--- config.mk ---
export PLATFORM = sky130hd
export DESIGN_NAME = base_adeser2
export DESIGN_NICKNAME = d
export VERILOG_FILES = /design/src/rtl/base_adeser2.sv
export SDC_FILE = /design/constraint.sdc
export NUM_CORES = 1
export LEC_CHECK = 0
export BUFFER_PORTS_ARGS = -buffer_cell sky130_fd_sc_hd__buf_2
export CORE_AREA = 2 2 39 41
export DETAILED_ROUTE_END_ITERATION = 6
export DIE_AREA = 0 0 41 43
export PLACE_DENSITY = 0.59
export SLEW_MARGIN = 30
export SYNTH_ARGS = -nofsm -noshare
export SYNTH_HDL_FRONTEND = slang
export SYNTH_SLANG_ARGS = --single-unit
--- constraint.sdc ---
create_clock -name clk -period 2.3 [get_ports clk]
set_clock_uncertainty 0.1 [all_clocks]
set_input_delay 0.575 -clock clk [delete_from_list [all_inputs] [get_ports clk]]
set_output_delay 0.575 -clock clk [all_outputs]
set_load 0.1 [all_outputs]
--- src/rtl/base_adeser2.sv ---
// Packs narrow beats into pairs (d0 = first, d1 = second); a packet-final beat in d0 yields an odd pair.
// A pair is valid one cycle after its last beat is accepted; i_r drops only while one pair plus one beat are held.
module base_adeser2 #(
    parameter int width = 1
) (
    input  logic             clk,
    input  logic             reset,
    input  logic             i_v,
    output logic             i_r,
    input  logic [width-1:0] i_d,
    input  logic             i_last,
    output logic             o_v,
    input  logic             o_r,
    output logic [width-1:0] o_d0,
    output logic [width-1:0] o_d1,
    output logic             o_last,
    output logic             o_odd
);

    typedef enum logic [1:0] {
        EMPTY     = 2'd0,
        HALF      = 2'd1,
        FULL      = 2'd2,
        FULL_HALF = 2'd3
    } state_t;

    state_t             state;
    logic [width-1:0]   pend_d;
    logic               pend_last;
    logic               acc;
    logic               dlv;

    // Handshake qualifiers are decoded purely from registered state.
    assign i_r = (state != FULL_HALF);
    assign o_v = (state == FULL) || (state == FULL_HALF);
    assign acc = i_v && i_r;
    assign dlv = o_v && o_r;

    always_ff @(posedge clk or negedge reset) begin
        if (!reset) begin
            state     <= EMPTY;
            o_d0      <= '0;
            o_d1      <= '0;
            o_last    <= 1'b0;
            o_odd     <= 1'b0;
            pend_d    <= '0;
            pend_last <= 1'b0;
        end else begin
            case (state)
                EMPTY: begin
                    if (acc) begin
                        o_d0 <= i_d;
                        if (i_last) begin
                            o_d1   <= '0;
                            o_odd  <= 1'b1;
                            o_last <= 1'b1;
                            state  <= FULL;
                        end else begin
                            state  <= HALF;
                        end
                    end
                end
                HALF: begin
                    if (acc) begin
                        o_d1   <= i_d;
                        o_odd  <= 1'b0;
                        o_last <= i_last;
                        state  <= FULL;
                    end
                end
                FULL: begin
                    if (dlv && acc) begin
                        // Output slot frees this cycle, so the new beat starts the next pair.
                        o_d0 <= i_d;
                        if (i_last) begin
                            o_d1   <= '0;
                            o_odd  <= 1'b1;
                            o_last <= 1'b1;
                            state  <= FULL;
                        end else begin
                            state  <= HALF;
                        end
                    end else if (dlv) begin
                        state <= EMPTY;
                    end else if (acc) begin
                        pend_d    <= i_d;
                        pend_last <= i_last;
                        state     <= FULL_HALF;
                    end
                end
                FULL_HALF: begin
                    if (dlv) begin
                        o_d0 <= pend_d;
                        if (pend_last) begin
                            o_d1   <= '0;
                            o_odd  <= 1'b1;
                            o_last <= 1'b1;
                            state  <= FULL;
                        end else begin
                            state  <= HALF;
                        end
                    end
                end
                default: state <= EMPTY;
            endcase
        end
    end

endmodule
==> results of run 1 <==
[cells in the mapped netlist (2+ instances only)]
master,n
nor2_1,2
nand2b_1,4
nand2_1,7
o22ai_1,2
mux2_4,2
inv_1,3
a21oi_1,2
dfrtp_1,8
[worst max-delay path by stage]
stage / from / cells past startpoint / to
3_3_place_gp: state[1]$_DFFE_PN0P_ / 1 / o_v
4_1_cts: state[1]$_DFFE_PN0P_ / 1 / o_v
6_report: state[1]$_DFFE_PN0P_ / 1 / o_v
5_1_grt: state[1]$_DFFE_PN0P_ / 1 / o_v
2_1_floorplan: state[1]$_DFFE_PN0P_ / 2 / o_v
3_5_place_dp: state[1]$_DFFE_PN0P_ / 1 / o_v
[cell families (layout without fill, tap and decap cells)]
group                  count (synthesis)  count (layout)  share of synthesized area
and+or+nand+nor                       20              20                      0.246
AOI/OAI and AO/OA                     12              12                      0.183
DFF                                    8               8                      0.437
buffers and inverters                  6              17                     0.0683
muxes                                  2               2                     0.0656
[final cells by class]
type	count	area [um2]	share of cell area
Multi-Input combinational cell	34	226	0.423
Inverter	3	11.3	0.0210
Tap cell	16	20.0	0.0374
Sequential cell	8	200	0.374
Timing Repair Buffer	11	55.1	0.103
Clock buffer	3	22.5	0.0421
[stage by stage]
stage                      util  area [um2]  cells  setup slack [ns]
after floorplan               -         458     48             0.277
after global placement    0.371         513     72             0.652
after detailed placement  0.371         513     72             0.637
after CTS                 0.387         536     75             0.338
after global routing      0.387         536     75             0.304
final                     0.387         536     75             0.351
[layer usage]
| metal | up-vias | GRT usage | routed length [um] |
|---|---|---|---|
| li1 | 188 | - | - |
| met1 | 173 | 0.153 | 410 |
| met2 | 15 | 0.166 | 385 |
| met3 | 5 | 0.0314 | 60 |
| met4 | 0 | 0.140 | 47 |
| met5 | - | 0 | 0 |
[state kept, by name, indices dropped and copies added (netlist names)]
register / count
o_d0: 1
o_d1: 1
o_last: 1
o_odd: 1
pend_d: 1
pend_last: 1
state: 2
==> flow_metrics.tcl, run 1 <==
set metrics [dict create \
    area_growth_pct 16.9 \
    setup_viol 0 \
    whs_ns 0.0451 \
    r2r_slack_ns 0.83 \
    wl_um 905 \
    synthArstFlopShare 1.00 \
    critPathMaxFanout 12 \
    grt_pass1_vias 327 \
    yosysTopAreaCell "dfrtp_1" \
    cap_violations 0 \
    syn_nets 54 \
    grt_overflow 0 \
    crit_chain "buf_2" \
    cp_slowest_cell "dfrtp_1" \
    io_pins 12 \
    grt_pass1_wl_um 1390 \
    reg2reg_to "pend_d$_DFFE_PN0P_" \
    max_freq_mhz 513 \
    dpl.hpwl_um 659 \
    root_buffer "clkbuf_4" \
    wl_per_cell_um 12.1 \
    mostFrequentLayoutCells "buf_2, dfrtp_1, nand2_1" \
    gp_congestion 0.737 \
    reg2reg_from "state[1]$_DFFE_PN0P_" \
    critPathMaxStageDelay_ns 0.52 \
    r2r_cells 3 \
    holdCritPathClass "input pin to async pin" \
    fp.dieH_um 43 \
    start_kind "flip-flop" \
    grt_max_degree 13 \
    tns_ns 0 \
    yosysSeqAreaShare 0.437 \
    die_w_um 41 \
    ctsResizeCount 0 \
    yosys.area.top_type_share 0.437 \
    layout-drive-gt1-share 0.305 \
    crit_required_ns 1.62 \
    crit_family "flip-flops" \
    via_per_inst 5.08 \
    numCtsBuffers 3 \
    yosys_warnings 0 \
    hold_viol 0 \
    status "completed" \
    vias 381 \
    rows 14 \
    syn_inst 48 \
    yosysUniqueCellTypes 26 \
    synth_enable_flop_cells 0 \
    cts.clk_slew.worst_paths_ns 0.06 \
    core_area_um2 1380 \
    crit_type "flip-flop to primary output" \
    slew_viol_final 0 \
    initial_utilization 0.331 \
    fill_cells 151 \
    ys_top_cells_by_area "dfrtp_1, mux2_4, nand2_1, nand2b_1, o22ai_1" \
    htree_num_levels 1 \
    cts_tree "done" \
    layout_commonest_cell "buf_2" \
    cp.arrival_ns 1.27 \
    synth_area_um2 458 \
    drtPass1Iterations 4 \
    slew_headroom 0.679 \
    max-clock-path-buffers 2 \
    drt_iter0_drc 3 \
    end_kind "primary output" \
    tightest_slew_ns 0.484 \
    path_buf_inv 1 \
    route.detailed.drc 0 \
    antenna_cells 0 \
    ys_ff_latch 8 \
    cts_sinks 8 \
    final_antenna_net_count 0 \
    insertion_delay_ns 0.26 \
    io_buffers 11 \
    hold_buffers 0 \
    post-route-min-period_ns 1.95 \
    post_cts_buffers 0 \
    syn_avg_cell_area_um2 9.54 \
    die_area_um2 1760 \
    grt_usage 0.128 \
    rsz0062_at_grt "false" \
    fin_crit_sh 0.847 \
    ys.flop_type "dfrtp_1" \
    nNetsFinal 67 \
    antenna_found_initial 0 \
]
Power of run 1 is not shown: default switching activity piles up to over one toggle a cycle in this logic, so the estimate is an artifact.
==> inputs of run 2 (changes only) <==
Settings changed: PLACE_DENSITY 0.59 to 0.61.
Clock period 2.3 ns to 1.55 ns, I/O delays scaled along.
==> flow_metrics.tcl, run 2 (synthesis gave the netlist of run 1 again) <==
set metrics [dict create \
    dpl.hpwl_um 658 \
    start_kind "flip-flop" \
    antenna_cells 0 \
    critPathMaxFanout 8 \
    slew_headroom 0.856 \
    area_growth_pct 47.5 \
    io_pins 12 \
    cp_num_cells 3 \
    antenna_found_initial 0 \
    final_antenna_net_count 0 \
    finalNonFillerCells 80 \
    insertion_delay_ns 0.26 \
    cts_tree "done" \
    die_w_um 41 \
    crit_chain "buf_6, nand2_4, buf_12" \
    max-clock-path-buffers 2 \
    fp.dieH_um 43 \
    cp.arrival_ns 1.01 \
    wl_um 932 \
    met1_usage 0.172 \
    grt_overflow 0 \
    fin_crit_sh 0.964 \
    drtPass1Iterations 4 \
    grt_pass1_wl_um 1470 \
    gr-usage-met2 0.163 \
    drt_iter0_drc 8 \
    regMostFlops "state" \
    r2r_cells 5 \
    gp_congestion 0.798 \
    hold_viol 0 \
    crit_type "flip-flop to primary output" \
    fin_area_um2 676 \
    setup_viol 0 \
    io_buffers 11 \
    grt_pass1_vias 347 \
    crit_required_ns 1.06 \
    place_area_um2 614 \
    holdCritPathClass "input pin to flip-flop" \
    wl_per_cell_um 11.7 \
    initial_utilization 0.331 \
    via_per_inst 4.85 \
    route.detailed.drc 0 \
    cts_sinks 8 \
    crit_family "flip-flops" \
    slew_viol_final 0 \
    layout-drive-gt1-share 0.375 \
    busiest_layer "met1" \
    root_buffer "clkbuf_4" \
    cap_violations 0 \
    die_area_um2 1760 \
    mostFrequentLayoutCells "nand2_1, dfrtp_1, buf_12" \
    tns_ns 0 \
    nNetsFinal 71 \
    rsz0062_at_grt "false" \
    rows 14 \
    htree_num_levels 1 \
    end_kind "primary output" \
    status "completed" \
    cp_slowest_cell "dfrtp_1" \
    fill_cells 131 \
    critPathMaxStageDelay_ns 0.39 \
    path_buf_inv 2 \
    grt_usage 0.133 \
    largest_register_ffs 2 \
    grt_max_degree 12 \
    vias 388 \
    holdPathStages 2 \
    core_area_um2 1380 \
    cts.clk_slew.worst_paths_ns 0.05 \
    post-route-min-period_ns 1.49 \
    globalRouteMet3Util 0.0471 \
    max_freq_mhz 669 \
    tightest_slew_ns 0.216 \
    numCtsBuffers 3 \
    placed_cells 73 \
]
## run 2: cell types whose count changed in the layout (fill, tap and decap cells not counted)
| cell | previous run | this run |
|---|---|---|
| buf_4 | 0 | 2 |
| dfrtp_1 | 8 | 6 |
| buf_12 | 0 | 6 |
| dlygate4sd3_1 | 0 | 1 |
| buf_2 | 11 | 5 |
| dfrtp_2 | 0 | 2 |
| clkbuf_1 | 0 | 1 |
| nand2_4 | 0 | 1 |
| nand2_1 | 7 | 6 |
| buf_6 | 0 | 1 |
## run 2: path summary, 6_finish.rpt
| kind | startpoint | end | slack (ns) |
|---|---|---|---|
| max reg2reg | state[1]$_DFFE_PN0P_ | pend_d$_DFFE_PN0P_ | 0.07 |
| min reg2reg | pend_d$_DFFE_PN0P_ | pend_d$_DFFE_PN0P_ | 0.43 |
| max in group asynchronous | reset | state[0]$_DFFE_PN0P_ | 0.76 |
| max | state[1]$_DFFE_PN0P_ | i_r | 0.06 |
| min | i_d | o_d1$_DFFE_PN0P_ | 0.29 |
| min in group asynchronous | reset | pend_last$_DFFE_PN0P_ | 0.40 |
## run 2: what timing repair did
item | 4_1_cts | 5_1_grt
gates cloned | 0 | 0
setup buffers | 1 | 1
setup endpoints to repair | 1 | 1
hold buffers | 1 | 0
resized for setup | 0 | 3
hold endpoints to repair | 8 | 0
## run 2: metrics by stage
step	hold slack [ns]	util	setup slack, ns
2_1_floorplan	-0.00809	-	0.0983
3_3_place_gp	0.136	0.444	0.185
3_5_place_dp	0.139	0.444	0.166
4_1_cts	0.288	0.476	0.00113
5_1_grt	0.290	0.488	0.0116
6_report	0.291	0.488	0.0558
## run 2: per-layer routing
metal	part of all wire	vias up
li1	-	201
met1	0.46	174
met2	0.46	11
met3	0.052	2
met4	0.030	0
met5	0	-
## run 2: cell type report
type	instances	area [um2]	area share
tap	16	20.0	0.0296
sequential	8	203	0.300
multi-input combinational	34	234	0.346
timing repair buffer	15	181	0.269
clock buffer	4	26.3	0.0389
inverter	3	11.3	0.0167
## run 2: worst register-to-register path: stages (launching register included)
cell,delay (ns)
dfrtp_1,0.39
buf_4,0.13
buf_4,0.13
nor2b_2,0.15
and3_4,0.19
mux2_4,0.29
Power of run 2 is left out for the same reason.
==> inputs of run 3 (changes only) <==
--- a/config.mk
+++ b/config.mk
@@ -7,3 +7,3 @@
 export LEC_CHECK = 0
-export BUFFER_PORTS_ARGS = -buffer_cell sky130_fd_sc_hd__buf_2
+export BUFFER_PORTS_ARGS = -buffer_cell sky130_fd_sc_hd__clkbuf_2
 export CORE_AREA = 2 2 39 41
==> constraint.sdc (replaced) <==
create_clock -name clk -period 1.55 [get_ports clk]
set_clock_uncertainty 0.1 [all_clocks]
set_input_delay 0.155 -clock clk [delete_from_list [all_inputs] [get_ports clk]]
set_output_delay 0.155 -clock clk [all_outputs]
set_load 0.1 [all_outputs]
==> flow_metrics.tcl, run 3 (synthesis gave the netlist of run 1 again) <==
set metrics [dict create \
    status "completed" \
    holdPathStages 2 \
    vias 390 \
    tightest_slew_ns 0.540 \
    drt_iter0_drc 10 \
    top_layer "met4" \
    nNetsFinal 69 \
    numCtsBuffers 3 \
    wl_met1_um 455 \
    grt_pass1_vias 347 \
    fp.dieH_um 43 \
    wl_um 962 \
    wl_per_cell_um 12.3 \
    root_buffer "clkbuf_4" \
    r2r_cells 3 \
    layout_commonest_cell "clkbuf_2" \
    post-route-min-period_ns 1.37 \
    io_pins 12 \
    grt_pass1_wl_um 1560 \
    htree_num_levels 1 \
    io_buffers 11 \
    start_kind "flip-flop" \
    wl_met2_um 465 \
    grt_usage 0.136 \
    post_cts_buffers 0 \
    crit_type "flip-flop to primary output" \
    die_area_um2 1760 \
    regArea_um2 201 \
    slew_viol_final 0 \
    r2r_slack_ns 0.23 \
    crit_required_ns 1.29 \
    via_per_inst 5.00 \
    insertion_delay_ns 0.26 \
    fill_cells 140 \
    final_antenna_net_count 0 \
    rows 14 \
    gp_congestion 0.805 \
    die_w_um 41 \
    slew_headroom 0.642 \
    cap_violations 0 \
    grt_max_degree 12 \
    core_area_um2 1380 \
    antenna_found_initial 0 \
    grt_overflow 0 \
    cts_tree "done" \
    setup_viol 0 \
    antenna_cells 0 \
    mostFrequentLayoutCells "clkbuf_2, nand2_1, dfrtp_1" \
    cts.clk_slew.worst_paths_ns 0.05 \
    initial_utilization 0.331 \
    hold_viol 0 \
    holdCritPathClass "input pin to flip-flop" \
    multiInputGateArea_um2 226 \
    area_growth_pct 28.4 \
    drtPass1Iterations 4 \
    cp.arrival_ns 1.12 \
    wl_met3_um 23 \
    layout-drive-gt1-share 0.323 \
    cts_sinks 8 \
    route.detailed.drc 0 \
    largest_register_ffs 2 \
    regMostFlops "state" \
    end_kind "primary output" \
    tns_ns 0 \
    fin_crit_sh 0.887 \
    critPathMaxFanout 9 \
    max-clock-path-buffers 2 \
    rsz0062_at_grt "false" \
    max_freq_mhz 727 \
]
## run 3: cell count changes in the layout (fill, tap and decap cells not counted), sizes merged
cell    change
buf        -11
clkbuf      +9
## run 3: what timing repair did
item	in CTS	in global routing
hold endpoints to repair	8	0
hold buffers	1	0
gates resized for setup	0	0
## run 3: critical path: stages, from the launching register on
cell and delay, ns:
dfrtp_1 0.39, buf_4 0.18, nand2_1 0.11, buf_12 0.18
## run 3: final cells by class
class,count,share of cell area
clock buffer,4,0.0447
sequential,8,0.343
tap,16,0.0340
inverter,3,0.0191
multi-input combinational,34,0.385
timing repair buffer,13,0.174
## run 3: stage by stage
stage                     area, um2  hold slack (ns)  cells  worst slack [ns]  utilization
final                           588           0.0699     78             0.175        0.425
after floorplan                 460           -0.241     48            0.0983            -
after detailed placement        552          -0.0855     73             0.242        0.399
after global routing            588           0.0618     78             0.121        0.425
after global placement          552          -0.0906     73             0.252        0.399
after CTS                       588           0.0664     78             0.159        0.425
## run 3: per-layer routing
| layer | vias to the layer above | global-route usage |
|---|---|---|
| met3 | 2 | 0.0157 |
| met2 | 8 | 0.197 |
| met5 | - | 0 |
| li1 | 196 | - |
| met1 | 184 | 0.175 |
| met4 | 0 | 0.100 |
## run 3: path summary, 6_finish.rpt
| path | end | from |
|---|---|---|
| worst max-delay path | i_r | state[1]$_DFFE_PN0P_ |
| min in group asynchronous | pend_d$_DFFE_PN0P_ | reset |
| max in group asynchronous | o_d0$_DFFE_PN0P_ | reset |
| worst min register to register | pend_d$_DFFE_PN0P_ | pend_d$_DFFE_PN0P_ |
| worst min-delay path | o_d1$_DFFE_PN0P_ | i_d |
| worst max register to register | o_d1$_DFFE_PN0P_ | state[0]$_DFFE_PN0P_ |
Power of run 3 is left out for the same reason.
